**src/rtl/csa_bist_ctrl.sv**
```systemverilog
// csa_bist_ctrl: stimulus/response self-test controller for the carry-skip adder.
// Latency: SETTLE+2 cycles per vector; start-to-done N*(SETTLE+2)+1 cycles.
// Backpressure: none; start is ignored unless idle or done.
//
// Ports:
//   clk, rst_n (sync, active-low), start    : clock, reset, run request pulse
//   a_o, b_o, cin_o                         : registered operands to the adder
//   sum_i, cout_i                           : adder response
//   busy, done, pass                        : run status; pass is valid while done=1
//   err_count, first_fail_idx               : mismatch count (saturating), first failing index
// Build option: define CSA_BIST_EXHAUSTIVE_EN to replace the directed + LFSR
// vector set with a full sweep of {cin,b,a}.
module csa_bist_ctrl #(
    parameter int WIDTH    = 2,
    parameter int SETTLE   = 1,
    parameter int NUM_RAND = 4
) (
    input  logic             clk,
    input  logic             rst_n,
    input  logic             start,
    output logic [WIDTH-1:0] a_o,
    output logic [WIDTH-1:0] b_o,
    output logic             cin_o,
    input  logic [WIDTH-1:0] sum_i,
    input  logic             cout_i,
    output logic             busy,
    output logic             done,
    output logic             pass,
    output logic [7:0]       err_count,
    output logic [7:0]       first_fail_idx
);

`ifdef CSA_BIST_EXHAUSTIVE_EN
    localparam int NUM_VEC = 1 << (2 * WIDTH + 1);
`else
    localparam int NUM_VEC = 8 + NUM_RAND;
`endif
    localparam logic [15:0] LAST_IDX  = 16'(NUM_VEC - 1);
    localparam logic [15:0] LFSR_SEED = 16'hACE1;

    typedef enum logic [2:0] {S_IDLE, S_APPLY, S_WAIT, S_CHECK, S_DONE} state_t;

    state_t           state_q, state_d;
    logic [15:0]      vec_idx_q, vec_idx_d;
    logic [3:0]       cnt_q, cnt_d;
    logic [WIDTH-1:0] a_q, a_d, b_q, b_d;
    logic             cin_q, cin_d;
    logic             busy_q, busy_d, done_q, done_d, pass_q, pass_d;
    logic [7:0]       err_q, err_d, ffi_q, ffi_d;

    logic             accept;
    logic             is_last;
    logic             mismatch;
    logic [WIDTH:0]   expect_sum;
    logic [7:0]       idx_rep;
    logic [7:0]       err_inc;
    logic [WIDTH-1:0] vec_a, vec_b;
    logic             vec_c;

    assign accept     = start && (state_q == S_IDLE || state_q == S_DONE);
    assign is_last    = (vec_idx_q == LAST_IDX);
    assign expect_sum = {1'b0, a_q} + {1'b0, b_q} + {{WIDTH{1'b0}}, cin_q};
    assign mismatch   = ({cout_i, sum_i} != expect_sum);
    // 8'hFF means "no failure", so any index that would collide with it reads as FE.
    assign idx_rep    = (vec_idx_q > 16'd254) ? 8'hFE : vec_idx_q[7:0];
    assign err_inc    = (err_q == 8'hFF) ? err_q : err_q + 8'd1;

`ifdef CSA_BIST_EXHAUSTIVE_EN
    // Vector index is the operand tuple itself.
    always_comb begin
        vec_a = vec_idx_q[WIDTH-1:0];
        vec_b = vec_idx_q[2*WIDTH-1:WIDTH];
        vec_c = vec_idx_q[2*WIDTH];
    end
`else
    localparam logic [WIDTH-1:0] ALL1 = '1;
    localparam logic [WIDTH-1:0] MSB  = {1'b1, {(WIDTH-1){1'b0}}};
    localparam logic [WIDTH-1:0] ALT  = WIDTH'(16'hAAAA);

    logic [15:0] lfsr_q, lfsr_d;

    always_comb begin
        vec_a = '0;
        vec_b = '0;
        vec_c = 1'b0;
        if (vec_idx_q < 16'd8) begin
            case (vec_idx_q[2:0])
                3'd0: begin vec_a = '0;   vec_b = '0;   vec_c = 1'b0; end
                3'd1: begin vec_a = ALL1; vec_b = ALL1; vec_c = 1'b1; end
                3'd2: begin vec_a = '0;   vec_b = MSB;  vec_c = 1'b0; end
                3'd3: begin vec_a = '0;   vec_b = MSB;  vec_c = 1'b1; end
                3'd4: begin vec_a = '0;   vec_b = '0;   vec_c = 1'b1; end
                3'd5: begin vec_a = ALL1; vec_b = '0;   vec_c = 1'b1; end
                3'd6: begin vec_a = ALT;  vec_b = ~ALT; vec_c = 1'b0; end
                default: begin vec_a = ~ALT; vec_b = ALT; vec_c = 1'b0; end
            endcase
        end else begin
            vec_a = lfsr_q[WIDTH-1:0];
            vec_b = lfsr_q[2*WIDTH-1:WIDTH];
            vec_c = lfsr_q[2*WIDTH];
        end
    end

    // Right-shifting Fibonacci form of taps 16,14,13,11; steps after each random vector is checked.
    always_comb begin
        lfsr_d = lfsr_q;
        if (accept) begin
            lfsr_d = LFSR_SEED;
        end else if (state_q == S_CHECK && vec_idx_q >= 16'd8) begin
            lfsr_d = {lfsr_q[0] ^ lfsr_q[2] ^ lfsr_q[3] ^ lfsr_q[5], lfsr_q[15:1]};
        end
    end

    always_ff @(posedge clk) begin
        if (!rst_n) lfsr_q <= LFSR_SEED;
        else        lfsr_q <= lfsr_d;
    end
`endif

    // State register
    always_ff @(posedge clk) begin
        if (!rst_n) state_q <= S_IDLE;
        else        state_q <= state_d;
    end

    // Next-state logic
    always_comb begin
        state_d = state_q;
        case (state_q)
            S_IDLE, S_DONE: if (start) state_d = S_APPLY;
            S_APPLY:        state_d = S_WAIT;
            S_WAIT:         if (cnt_q <= 4'd1) state_d = S_CHECK;
            S_CHECK:        state_d = is_last ? S_DONE : S_APPLY;
            default:        state_d = S_IDLE;
        endcase
    end

    // Output / datapath next-state logic
    always_comb begin
        vec_idx_d = vec_idx_q;
        cnt_d     = cnt_q;
        a_d       = a_q;
        b_d       = b_q;
        cin_d     = cin_q;
        busy_d    = busy_q;
        done_d    = done_q;
        pass_d    = pass_q;
        err_d     = err_q;
        ffi_d     = ffi_q;
        case (state_q)
            S_IDLE, S_DONE: begin
                if (start) begin
                    vec_idx_d = '0;
                    err_d     = '0;
                    ffi_d     = 8'hFF;
                    done_d    = 1'b0;
                    pass_d    = 1'b0;
                    busy_d    = 1'b1;
                end
            end
            S_APPLY: begin
                a_d   = vec_a;
                b_d   = vec_b;
                cin_d = vec_c;
                cnt_d = 4'(SETTLE);
            end
            S_WAIT: cnt_d = cnt_q - 4'd1;
            S_CHECK: begin
                if (mismatch) begin
                    err_d = err_inc;
                    if (ffi_q == 8'hFF) ffi_d = idx_rep;
                end
                if (is_last) begin
                    busy_d = 1'b0;
                    done_d = 1'b1;
                    pass_d = (err_d == 8'd0);
                end else begin
                    vec_idx_d = vec_idx_q + 16'd1;
                end
            end
            default: ;
        endcase
    end

    always_ff @(posedge clk) begin
        if (!rst_n) begin
            vec_idx_q <= '0;
            cnt_q     <= '0;
            a_q       <= '0;
            b_q       <= '0;
            cin_q     <= 1'b0;
            busy_q    <= 1'b0;
            done_q    <= 1'b0;
            pass_q    <= 1'b0;
            err_q     <= '0;
            ffi_q     <= 8'hFF;
        end else begin
            vec_idx_q <= vec_idx_d;
            cnt_q     <= cnt_d;
            a_q       <= a_d;
            b_q       <= b_d;
            cin_q     <= cin_d;
            busy_q    <= busy_d;
            done_q    <= done_d;
            pass_q    <= pass_d;
            err_q     <= err_d;
            ffi_q     <= ffi_d;
        end
    end

    assign a_o            = a_q;
    assign b_o            = b_q;
    assign cin_o          = cin_q;
    assign busy           = busy_q;
    assign done           = done_q;
    assign pass           = pass_q;
    assign err_count      = err_q;
    assign first_fail_idx = ffi_q;

endmodule
```
**config.mk**
```make
export PLATFORM = sky130hd
export DESIGN_NAME = csa_bist_ctrl
export DESIGN_NICKNAME = d
export VERILOG_FILES = /design/src/rtl/csa_bist_ctrl.sv
export SDC_FILE = /design/constraint.sdc
export NUM_CORES = 1
export LEC_CHECK = 0
export ABC_AREA = 1
export ABC_CLOCK_PERIOD_IN_PS = 6600
export CAP_MARGIN = 20
export CORE_MARGIN = 4
export CORE_UTILIZATION = 60
export DETAILED_ROUTE_END_ITERATION = 16
export GPL_ROUTABILITY_DRIVEN = 0
export MAX_ROUTING_LAYER = met4
export PLACE_DENSITY_LB_ADDON = 0.15
export RECOVER_POWER = 50
export SETUP_SLACK_MARGIN = 0.2
export SLEW_MARGIN = 20
export SYNTH_ARGS = -nofsm -noshare
export SYNTH_HDL_FRONTEND = slang
export SYNTH_SLANG_ARGS = --single-unit
```
**constraint.sdc**
```tcl
create_clock -name clk -period 6.6 [get_ports clk]
set_clock_uncertainty 0.1 [all_clocks]
set_input_delay 1.98 -clock clk [delete_from_list [all_inputs] [get_ports clk]]
set_output_delay 1.98 -clock clk [all_outputs]
set_load 0.03 [all_outputs]
```
**Word level (Yosys, flattened, before mapping)**

Index checks and enable logic that the tools add are counted.

- Multiplexer cells: 32
- Equality and inequality tests: 20
- Bitwise operators: 4
- Add/subtract/negate cells: 5
- Order comparisons: 4
- Reduce and logical (&&, ||, !) cells: 19

Operators by type and width:

| operator | count |
|---|---|
| $mux 8 | 8 |
| $mux 16 | 2 |
| $pmux 16 s2 | 1 |
| $pmux 8 s2 | 2 |
| $add 16x1->16 const B | 1 |
| $eq 16x4->1 const B | 1 |
| $eq 8x8->1 const B | 2 |
| $ge 16x4->1 const B | 1 |
| $gt 16x8->1 const B | 1 |
| $lt 16x4->1 const B | 1 |
| $eq 3x2->1 const B | 4 |
| $eq 3x3->1 const B | 4 |
| $pmux 2 s3 | 2 |
| $pmux 3 s4 | 1 |
| $ne 2x2->1 const B | 5 |
| $mux 3 | 3 |
| $add 8x1->8 const B | 1 |
| $logic_not 8->1 | 1 |
| $pmux 4 s2 | 1 |
| $reduce_or 4->1 | 2 |
| $mux 1 | 7 |
| $eq 3x1->1 const B | 2 |
| $logic_not 3->1 | 2 |
| $pmux 1 s2 | 3 |
| other kinds (17) | 26 |

- Register bits: 63
- Output and inout port bits: 24
- Logic and storage cells: 96

**Depth between registers and ports, before layout**

Gate-level depths: netlist (run 1).

- Word-level depth: 8
- Mapped depth: 15
- Depth with buffers taken out: 14

**Least setup slack after synthesis (run 1)**

OpenSTA, ideal clock, no wires.

- Kind: input to register
- From: in sum_i[1]
- To: reg ffi_q[1], in the netlist first_fail_idx[1]
- Data required time: 6.383 ns
- Cell stages on the path: 11
- Setup slack: 3.470 ns
- Arrival time: 2.913 ns
- Cells stage by stage: nand2_1 inv_1 nor2_2 nand3_2 buf_6 nand2_1 nand2_1 nand2_2 inv_1 o21ai_0 nand2_1

- Cells in the longest elaborated chain, start to end: 3

Ends and longest elaborated chain:

| item | line | source |
|---|---|---|
| start, declared | 24 | `input logic [WIDTH-1:0] sum_i,` |
| $ne 3x3->1 | 63 | `assign mismatch = ({cout_i, sum_i} != expect_sum);` |
| $ne 2x2->1 (no line) | n/a |  |
| $reduce_and 4->1 (no line) | n/a |  |
| end signal, assigned | 207 | `ffi_q <= ffi_d;` |
| end, declared | 49 | `logic [7:0] err_q, err_d, ffi_q, ffi_d;` |

No other way between the ends.
A chain may end at the register's enable or synchronous reset.

**Worst setup path in the final report (run 1)**

- From: in start
- To: reg pass_q, in the netlist pass

- Cells in the longest elaborated chain, start to end: 2

Ends and longest elaborated chain:

| item | line | source |
|---|---|---|
| start, declared | 20 | `input logic start,` |
| $ne 2x2->1 (no line) | n/a |  |
| $reduce_and 3->1 (no line) | n/a |  |
| end signal, assigned | 205 | `pass_q <= pass_d;` |
| end, declared | 48 | `logic busy_q, busy_d, done_q, done_d, pass_q, pass_d;` |

No other way between the ends.

==> results of run 1 <==
==> worst register-to-register path: cells and delay by family, from the launching register on <==
family                 cells  cell delay (ps)
AND/OR/NAND/NOR            7             1840
flip-flops                 1              380
buffers and inverters      2              280
AO/OA/AOI/OAI              1              120
==> kinds of logic after synthesis <==
family / after synthesis
and+or+nand+nor: 243
adders and majority gates: 9
xor gates and xnor gates: 6
buffers and inverters: 81
AOI/OAI and AO/OA: 90
DFF: 63
==> final timing paths <==
kind / cells past startpoint / from / endpoint / slack, ps
worst min-delay path: 2 / lfsr_q[6] / lfsr_q[5] / 360
worst max register to register: 10 / state_q[1] / pass / 3810
worst min register to register: 2 / lfsr_q[6] / lfsr_q[5] / 360
worst max-delay path: 9 / start / pass / 2930
==> power by group <==
group / internal, mW / switching [mW]
sequential: 0.412 / 0.0234
clock: 0.182 / 0.151
combinational: 0.102 / 0.197
total: 0.696 / 0.372
==> state kept, by name (all words and copies together) (netlist names) <==
name            cells
vec_idx_q          16
cnt_q               4
first_fail_idx      8
pass                1
b_o                 2
state_q             3
busy                1
err_count           8
a_o                 2
cin_o               1
done                1
lfsr_q             16
==> through the flow <==
stage	hold slack (ps)	util (%)	cell area, um2	setup WS (ps)	std cells
after floorplan	329	-	3400	3470	492
after global placement	334	66.8	3680	2750	579
after detailed placement	345	66.8	3680	2710	579
after CTS	364	70.4	3870	2920	595
after global routing	379	70.1	3860	2730	595
final	362	70.1	3860	2930	595
==> cells in the final DEF (no fill, tap or decap), types with 2 or more instances in the layout <==
master	n
sky130_fd_sc_hd__or2_2	2
sky130_fd_sc_hd__nand3_2	2
sky130_fd_sc_hd__dfxtp_1	63
sky130_fd_sc_hd__xor2_1	3
sky130_fd_sc_hd__o211ai_1	3
sky130_fd_sc_hd__clkdlybuf4s50_1	25
sky130_fd_sc_hd__nor2_2	6
sky130_fd_sc_hd__nand4_1	14
sky130_fd_sc_hd__o21ai_0	37
sky130_fd_sc_hd__nand2_1	127
sky130_fd_sc_hd__nor2_1	34
sky130_fd_sc_hd__clkinv_2	3
sky130_fd_sc_hd__nand3b_1	2
sky130_fd_sc_hd__clkinvlp_4	2
sky130_fd_sc_hd__nor3_1	10
sky130_fd_sc_hd__nand2_2	5
sky130_fd_sc_hd__a31o_2	2
sky130_fd_sc_hd__clkbuf_8	10
sky130_fd_sc_hd__xnor2_1	3
sky130_fd_sc_hd__inv_2	3
sky130_fd_sc_hd__dlygate4sd3_1	4
sky130_fd_sc_hd__a21oi_1	40
sky130_fd_sc_hd__inv_1	64
sky130_fd_sc_hd__fa_1	2
sky130_fd_sc_hd__ha_1	7
sky130_fd_sc_hd__nand3_1	35
==> area by class of cell <==
type / count / area, um2 / share of cell area [%]
multi-input combinational: 348 / 1770 / 45.8
sequential: 63 / 1260 / 32.7
timing repair buffer: 29 / 290 / 7.52
inverter: 67 / 251 / 6.52
clock buffer: 10 / 138 / 3.57
tap: 72 / 90.1 / 2.33
clock inverter: 6 / 60.1 / 1.56
==> per-layer routing <==
layer	share of wire (%)	global-route usage, %	vias to the layer above
met5	0	-	-
met4	1.5	11.3	0
met3	4.1	4.46	11
met2	48	37.8	64
met1	47	26.5	1453
li1	-	-	1653
==> results.txt, run 1 <==
----------------------------------------------------
[Clocking]
  Clock latency of the later-clocked register in the worst-skew pair ... 340 ps
  Post-CTS setup buffer count ... 0
  Clock sink total ... 63
  Cts repair resizes ... 0
  Clock buffers created by TritonCTS ... 9
  Number of H-tree levels ... 3
  Clock Path Buffers ... 2
  Root Buffer Master ... sky130_fd_sc_hd__clkbuf_8
  Hold buffer count at CTS ... 0
  TritonCTS clock tree ... done
  Clock transition at the registers of the reported paths ... 70 ps

[Status]
  Run status ... finished clean

[Flow run]
  Reported max-cap violation count ... 0

[Synthesis]
  Top cells by area, synth ... sky130_fd_sc_hd__dfxtp_1 37%, sky130_fd_sc_hd__nand2_1 14%, sky130_fd_sc_hd__inv_1 7.0%
  XOR/XNOR share of the synthesized area ... 1.55%
  Proportion of synthesized area in mux cells ... 0%
  Flops & latches, synth ... 63
  Post-synthesis sequential area ratio ... 37.1%
  Distinct cells, synth ... 41
  Post-synthesis cell type with the largest combined area ... sky130_fd_sc_hd__dfxtp_1
  Post-synth net total ... 507
  Async set-reset flop share out of synthesis ... 0%
  Share of the synthesized area in the top cell type ... 37.1%
  Post-synth EDFFs ... 0
  Most used flip-flop cell after synthesis ... sky130_fd_sc_hd__dfxtp_1
  Most common cell in the netlist ... sky130_fd_sc_hd__nand2_1
  Dominant combinational cell family by area after synthesis ... simple AND/OR/NAND/NOR gates
  Syn_area_per_cell ... 6.90 um2
  Most numerous cell types in the synthesized netlist ... 126 x sky130_fd_sc_hd__nand2_1, 63 x sky130_fd_sc_hd__dfxtp_1, 63 x sky130_fd_sc_hd__inv_1
  Adder-cell share of the synthesized area ... 3.76%
  Compound-Gate Fraction of Synth Area ... 14.5%
  Gate count of the mapped netlist ... 492
  Area of the mapped netlist ... 3400 um2
  Area fraction in and, or, nand and nor cells after synthesis ... 32.7%
  Synth Warn # ... 0

[Finish]
  Number of fillers in the final layout ... 484
  Area growth from synthesis to final layout ... 13.7%
  # nets final ... 533
  Antenna diodes ... 0
  Fraction of final layout cells sized beyond drive strength 1 ... 8.03%

[Timing]
  Count of final setup violators ... 0
  Achievable clock frequency ... 0.273 GHz
  Sum of negative setup slack ... 0 ps
  Final hold violations ... 0
  Max-slew violation count ... 0
  Pin slew with the least headroom to its limit ... 986 ps
  Final worst path period need ... 3670 ps
  Unrepaired setup endpoints after global routing ... no
  Max-slew headroom at the worst pin ... 34.2%
  Post-route fraction of the period consumed by the critical path ... 55.5%

[Floorplanning]
  Initial Utilization ... 61.7%
  Number of rows created at floorplan ... 27
  Vertical extent of the die ... 83.2 um
  Core outline area ... 5510 um2
  Die width ... 83.2 um
  Area enclosed by the die boundary ... 6930 um2
  Ports placed on the boundary ... 30

[GRT]
  Grt total ovfl ... 0
  Antenna violations before repair ... 0
  Maximum number of pins on one net before global-route repair ... 33
  GRT Overall Usage ... 22.9%
  Wire length of the first global-routing pass ... 12900 um
  Via count of the first global-routing pass ... 2976

[Place]
  Buffers added on ports ... 29
  Post-DP HPWL ... 5290 um

[Detailed routing]
  Antenna viol nets, final ... 0
  DRT Pass-1 Iters ... 5
  Number of design rule violations left after detail routing ... 0
  Vias/cell ... 5.35
  Total number of vias ... 3181
  Routed len/inst ... 12.3 um
  Wirelength, routed ... 7340 um
  DRC violation total after the first TritonRoute iteration ... 144

[Worst hold path]
  Tightest Hold Check Type ... reg2reg

[Worst setup path]
  Kind of cell adding the most delay to the critical path ... simple AND/OR/NAND/NOR gates
  CP arrival ... 3830 ps
  Count of buffering cells on the critical path with inverters included ... 2
  Max incr delay on CP ... 480 ps
  Required time reported for the critical path endpoint ... 6760 ps
  Most frequent cell on the critical path ... sky130_fd_sc_hd__nand2_1
  Crit path capture type ... flop
  Library cell contributing the largest single delay on the critical path ... sky130_fd_sc_hd__clkdlybuf4s50_1
  Kind of launch point of the worst setup path ... input port
  Maximum fanout along the worst path ... 14
  Worst setup path class ... in2reg
  Critical path, cell by cell ... clkdlybuf4s50_1, nand2_1, nand2_2, nand2_1, nor2_1, inv_1, nand2_1, nand2_1, a21oi_2

[Power]
  Power density over the cells ... 277 nW/um2
  Leak pwr ... 1.61 nW
  PnR Total Power ... 1.07 mW
  VDD IR max ... 180 uV

----------------------------------------------------
Note: power is estimated with default switching activity, not from simulation.
==> run 2, diff against run 1 <==
- ABC_CLOCK_PERIOD_IN_PS: 6600 -> 3400
- CORE_UTILIZATION: 60 -> 58
- clock period: 6.6 -> 3.4 ns (I/O delays scaled with it)
==> results.txt, run 2 (synthesis results as in run 1) <==
----------------------------------------------------
[GRT]
  GRT Overall Usage ... 22.2% (-0.69 points)
  Wire length of the first global-routing pass ... 12900 um (-0.16%)
  Grt total ovfl ... 0 (unchanged)
  Via count of the first global-routing pass ... 3011 (+1.2%)
  Maximum number of pins on one net before global-route repair ... 23 (-30%)
  Antenna violations before repair ... 0 (unchanged)

[Worst setup path]
  Reg2Reg Launch Point ... a_o[0]
  CP arrival ... 2880 ps (-950 ps)
  Maximum fanout along the worst path ... 14 (unchanged)
  Kind of launch point of the worst setup path ... flop
  Crit path capture type ... flop
  Required time reported for the critical path endpoint ... 3520 ps (-3240 ps)
  CP startpoint ... a_o[0]
  Worst setup path class ... reg2reg

[Floorplanning]
  Area enclosed by the die boundary ... 7140 um2 (+3.1%)
  Core outline area ... 5610 um2 (+1.8%)
  Vertical extent of the die ... 84.5 um (+1.5%)
  Number of rows created at floorplan ... 27 (unchanged)
  Ports placed on the boundary ... 30 (unchanged)
  Initial Utilization ... 60.6% (-1.1 points)
  Die width ... 84.5 um (+1.5%)

[Detailed routing]
  DRT Pass-1 Iters ... 4 (-1)
  Antenna viol nets, final ... 0 (unchanged)
  Number of design rule violations left after detail routing ... 0 (unchanged)
  Routed len/inst ... 12.4 um (+0.17%)
  DRC violation total after the first TritonRoute iteration ... 132 (-8.3%)
  Vias/cell ... 5.40 (+1.0%)
  Wirelength, routed ... 7370 um (+0.50%)
  Total number of vias ... 3225 (+1.4%)

[Power]
  Power density over the cells ... 529 nW/um2 (+91%)
  Leak pwr ... 1.61 nW (-0.27%)
  PnR Total Power ... 2.05 mW (+92%)
  VDD IR max ... 286 uV (+59%)

[Finish]
  Number of fillers in the final layout ... 509 (+5.2%)
  Antenna diodes ... 0 (unchanged)
  Number of non-filler instances in the completed layout ... 597 (+0.34%)
  Area growth from synthesis to final layout ... 13.9%
  # nets final ... 537 (+0.75%)
  Largest registers in the final layout ... lfsr_q (16), vec_idx_q (16)
  Leading cell types in the layout, fill and taps excluded ... 128 x sky130_fd_sc_hd__nand2_1, 64 x sky130_fd_sc_hd__inv_1, 63 x sky130_fd_sc_hd__dfxtp_1, 40 x sky130_fd_sc_hd__a21oi_1, 37 x sky130_fd_sc_hd__o21ai_0
  Most common library cell in the layout ignoring fill and taps ... sky130_fd_sc_hd__nand2_1
  Fraction of final layout cells sized beyond drive strength 1 ... 7.62% (-0.41 points)

[Timing]
  Post-route fraction of the period consumed by the critical path ... 81.2%
  Achievable clock frequency ... 0.362 GHz
  Worst hold-check slack ... 363 ps (+0.527 ps)
  Final hold violations ... 0 (unchanged)
  Final worst path period need ... 2760 ps
  Sum of negative setup slack ... 0 ps (unchanged)
  Pin slew with the least headroom to its limit ... 776 ps (-210 ps)
  Max-slew violation count ... 0 (unchanged)
  Max-slew headroom at the worst pin ... 48.3% (+14 points)
  Count of final setup violators ... 0 (unchanged)
  Unrepaired setup endpoints after global routing ... no

[Clocking]
  Clock transition at the registers of the reported paths ... 70 ps (about the same)
  Post-CTS setup buffer count ... 0 (unchanged)
  Clock sink total ... 63 (unchanged)
  Hold buffer count at CTS ... 0 (unchanged)
  Clock buffers created by TritonCTS ... 9 (unchanged)
  Clock latency of the later-clocked register in the worst-skew pair ... 340 ps (about the same)
  Cts repair resizes ... 0 (unchanged)
  Root Buffer Master ... sky130_fd_sc_hd__clkbuf_8
  TritonCTS clock tree ... done
  Clock Path Buffers ... 2 (unchanged)
  Number of H-tree levels ... 3 (unchanged)

[Worst hold path]
  Start point of the worst hold path ... cnt_q[1]
  Tightest Hold Check Type ... reg2reg

[Place]
  Placed instance count ... 583 (+0.69%)
  Post-DP HPWL ... 5400 um (+2.1%)
  Buffers added on ports ... 29 (unchanged)

[Status]
  Run status ... finished clean

[Flow run]
  Reported max-cap violation count ... 0 (unchanged)

----------------------------------------------------
run 2: critical path, stage by stage (launching register included):
cell and delay [ps]:
sky130_fd_sc_hd__dfxtp_1 340, sky130_fd_sc_hd__fa_1 440, sky130_fd_sc_hd__inv_1 90, sky130_fd_sc_hd__fa_1 430, sky130_fd_sc_hd__nand2_1 80, sky130_fd_sc_hd__inv_1 40, sky130_fd_sc_hd__nor2_2 150, sky130_fd_sc_hd__nand3_2 260
sky130_fd_sc_hd__nand2_1 130, sky130_fd_sc_hd__nand2_1 60, sky130_fd_sc_hd__nand2_2 160, sky130_fd_sc_hd__inv_1 150, sky130_fd_sc_hd__o21ai_0 130, sky130_fd_sc_hd__nand2_1 70
run 2: final cells by class:
class / instances / area, um2 / share of cell area [%]
Timing Repair Buffer: 33 / 309 / 7.99
Sequential cell: 63 / 1260 / 32.6
Inverter: 67 / 251 / 6.50
Clock buffer: 10 / 138 / 3.56
Clock inverter: 4 / 47.5 / 1.23
Multi-Input combinational cell: 348 / 1770 / 45.8
Tap cell: 72 / 90.1 / 2.33
run 2: power breakdown:
part	switching, mW	leakage, nW	internal (mW)
logic	0.382	1.00	0.199
clock network	0.276	0.0940	0.348
registers	0.0448	0.511	0.799
run 2: metal layers:
metal / vias up / share of wire, % / global-route usage, %
met4: 0 / 2.6 / 12.2
met3: 17 / 3.9 / 3.43
met5: - / 0 / -
li1: 1664 / - / -
met1: 1486 / 46 / 26.0
met2: 58 / 48 / 36.2
run 2: worst paths after layout:
check / depth (start not counted) / endpoint / slack [ps]
max: 13 / first_fail_idx[7] / 640
min: 2 / cnt_q[1] / 360
max reg2reg: 13 / first_fail_idx[7] / 640
min reg2reg: 2 / cnt_q[1] / 360
run 2: metrics by stage:
stage	instance area, um2	util [%]	setup WS, ps
floorplan	3400	-	895
global placement	3710	66.1	587
detailed placement	3710	66.1	513
CTS	3890	69.4	638
global route	3870	69.0	415
finish	3870	69.0	640
==> run 3, diff against run 2 <==
- ABC_CLOCK_PERIOD_IN_PS: 3400 -> 2600
- clock period: 3.4 -> 2.6 ns (I/O delays scaled with it)
==> results.txt, run 3 (synthesis results as in run 1) <==
----------------------------------------------------
[Power]
  Power density over the cells ... 738 nW/um2 (+40%)
  Net Sw Frac ... 34.9% (+0.57 points)
  Clock network fraction of design power ... 32.2% (+1.8 points)
  VDD IR max ... 481 uV (+68%)
  Sequential cell fraction of total power ... 37.1% (-4.1 points)
  Fraction of power consumed by combinational cells ... 30.7% (+2.3 points)
  P_sw ... 1.04 mW (+48%)
  Internal portion of total power ... 1.95 mW (+45%)
  Leak pwr ... 1.69 nW (+5.4%)

[Worst setup path]
  Critical path, cell by cell ... fa_2, inv_2, fa_1, nor2_1, nor2_4, buf_4, nand4_1, nand2_2, nor2_1, nand2_1, nor2_1, nand2_1, a21oi_2
  Reg-to-reg setup timing slack ... 100 ps (-540 ps)
  Maximum fanout along the worst path ... 4 (-10)
  Max incr delay on CP ... 420 ps (-20 ps)
  Crit path capture type ... flop
  Kind of launch point of the worst setup path ... flop
  Worst setup path class ... reg2reg
  Library cell contributing the largest single delay on the critical path ... sky130_fd_sc_hd__fa_1
  Reg2Reg Launch Point ... cin_o
  CP arrival ... 2690 ps (-190 ps)
  Required time reported for the critical path endpoint ... 2790 ps (-730 ps)
  Worst Reg-to-Reg Cells ... 13 (unchanged)
  Most frequent cell on the critical path ... sky130_fd_sc_hd__nor2_1
  Capture instance of the worst register-to-register path ... pass

[Floorplanning]
  Die width ... 84.5 um (unchanged)
  Area enclosed by the die boundary ... 7140 um2 (unchanged)
  Vertical extent of the die ... 84.5 um (unchanged)
  Ports placed on the boundary ... 30 (unchanged)
  Number of rows created at floorplan ... 27 (unchanged)
  Initial Utilization ... 60.6% (unchanged)
  Core outline area ... 5610 um2 (unchanged)

[Finish]
  Fraction of final layout cells sized beyond drive strength 1 ... 12.6% (+5.0 points)
  Design Area, Final ... 4050 um2 (+4.7%)
  Number of non-filler instances in the completed layout ... 610 (+2.2%)
  Leading cell types in the layout, fill and taps excluded ... 124 x sky130_fd_sc_hd__nand2_1, 61 x sky130_fd_sc_hd__inv_1, 60 x sky130_fd_sc_hd__dfxtp_1, 40 x sky130_fd_sc_hd__a21oi_1
  Largest registers in the final layout ... lfsr_q (16), vec_idx_q (16)
  Most common library cell in the layout ignoring fill and taps ... sky130_fd_sc_hd__nand2_1
  Register cell area after layout ... 1270 um2 (+0.69%)
  Antenna diodes ... 0 (unchanged)
  Area growth from synthesis to final layout ... 19.3%
  Number of fillers in the final layout ... 461 (-9.4%)
  # nets final ... 548 (+2.0%)
  Footprint of the multi-input gates ... 1840 um2 (+3.9%)

[Place]
  Post-DP HPWL ... 5780 um (+7.0%)
  Buffers added on ports ... 29 (unchanged)
  Placed instance count ... 590 (+1.2%)
  Placed inst area ... 3780 um2 (+2.1%)

[GRT]
  Wire length of the first global-routing pass ... 14400 um (+12%)
  Antenna violations before repair ... 0 (unchanged)
  Grt total ovfl ... 0 (unchanged)
  GRT Overall Usage ... 25.3% (+3.1 points)
  Via count of the first global-routing pass ... 3226 (+7.1%)
  Maximum number of pins on one net before global-route repair ... 33 (+43%)

[Timing]
  Final hold violations ... 0 (unchanged)
  Worst hold-check slack ... 362 ps (-1.34 ps)
  Pin slew with the least headroom to its limit ... 579 ps (-197 ps)
  Final worst path period need ... 2500 ps (-264 ps)
  Max-slew violation count ... 0 (unchanged)
  Max-slew headroom at the worst pin ... 61.3% (+13 points)
  Unrepaired setup endpoints after global routing ... yes
  Count of final setup violators ... 0 (unchanged)
  Post-route fraction of the period consumed by the critical path ... 96.0% (+15 points)
  Achievable clock frequency ... 0.401 GHz (+11%)

[Clocking]
  Clock transition at the registers of the reported paths ... 70 ps (about the same)
  Clock sink total ... 63 (unchanged)
  Hold buffer count at CTS ... 0 (unchanged)
  Clock Path Buffers ... 2 (unchanged)
  Root Buffer Master ... sky130_fd_sc_hd__clkbuf_8
  Clock buffers created by TritonCTS ... 9 (unchanged)
  Number of H-tree levels ... 3 (unchanged)
  Clock latency of the later-clocked register in the worst-skew pair ... 350 ps (about the same)
  TritonCTS clock tree ... done

[Worst hold path]
  Start point of the worst hold path ... lfsr_q[8]
  Tightest Hold Check Type ... reg2reg
  Endpoint with the worst hold slack ... lfsr_q[7]
  Number of instances on the worst hold path ... 2 (unchanged)

[Detailed routing]
  DRT Pass-1 Iters ... 5 (+1)
  Total number of vias ... 3330 (+3.3%)
  DRC violation total after the first TritonRoute iteration ... 136 (+3.0%)
  Antenna viol nets, final ... 0 (unchanged)
  Routed len/inst ... 13.5 um (+9.3%)
  Wirelength, routed ... 8230 um (+12%)
  Number of design rule violations left after detail routing ... 0 (unchanged)
  Vias/cell ... 5.46 (+1.1%)

[Status]
  Run status ... finished clean

[Flow run]
  Reported max-cap violation count ... 0 (unchanged)

----------------------------------------------------
==> run 3: layout make-up <==
type	count	share of cell area, %
clock inverter	5	2.01
timing repair buffer	42	9.08
tap	72	2.22
inverter	67	6.39
multi-input combinational	350	45.4
sequential	63	31.4
clock buffer	11	3.49
==> run 3: critical path: cells and delay by family, from the launching register on <==
family / cells / cell delay (ps)
AOI/OAI and AO/OA: 1 / 110
DFF: 1 / 350
buffers and inverters: 2 / 210
and+or+nand+nor: 8 / 870
adders and majority gates: 2 / 800
==> run 3: repair_timing <==
| item | 4_1_cts | 5_1_grt |
|---|---|---|
| setup buffers | 1 | 1 |
| setup endpoints to repair | 13 | 16 |
| gates resized for setup | 6 | 19 |
| pin swaps | 6 | 4 |
| cloned | 1 | 1 |
==> run 3: power by group through the flow <==
stage	Clock [mW]	Sequential, mW	Combinational (mW)
floorplan	0	1.23	0.463
global placement	0	1.13	0.789
detailed placement	0	1.13	0.807
CTS	0.975	1.11	0.858
global route	1.01	1.12	1.02
finish	0.964	1.11	0.918
==> run 3: worst max path at each step <==
stage	start	endpoint	slack, ps
floorplan	cin_o	first_fail_idx[1]	190
global placement	sum_i[1]	pass	100
detailed placement	sum_i[1]	pass	60
CTS	cin_o	pass	170
global route	cin_o	pass	-50
finish	cin_o	pass	100
==> run 3: metrics by stage <==
stage	worst slack, ps	utilization, %	setup TNS, ps	total power [mW]
finish	104	72.2	0	2.99
CTS	167	72.0	0	2.94
global route	-45.8	72.2	-53.8	3.15
global placement	102	67.5	0	1.92
floorplan	195	-	0	1.69
detailed placement	59.8	67.5	0	1.94
==> run 3: routing by layer <==
layer  GRT usage, %  wire length, um  share of wire (%)
met1           28.9             3560                 43
met2           41.8             4100                 50
met3           5.30              393                4.8
met4           12.5              182                2.2
met5              -                0                  0
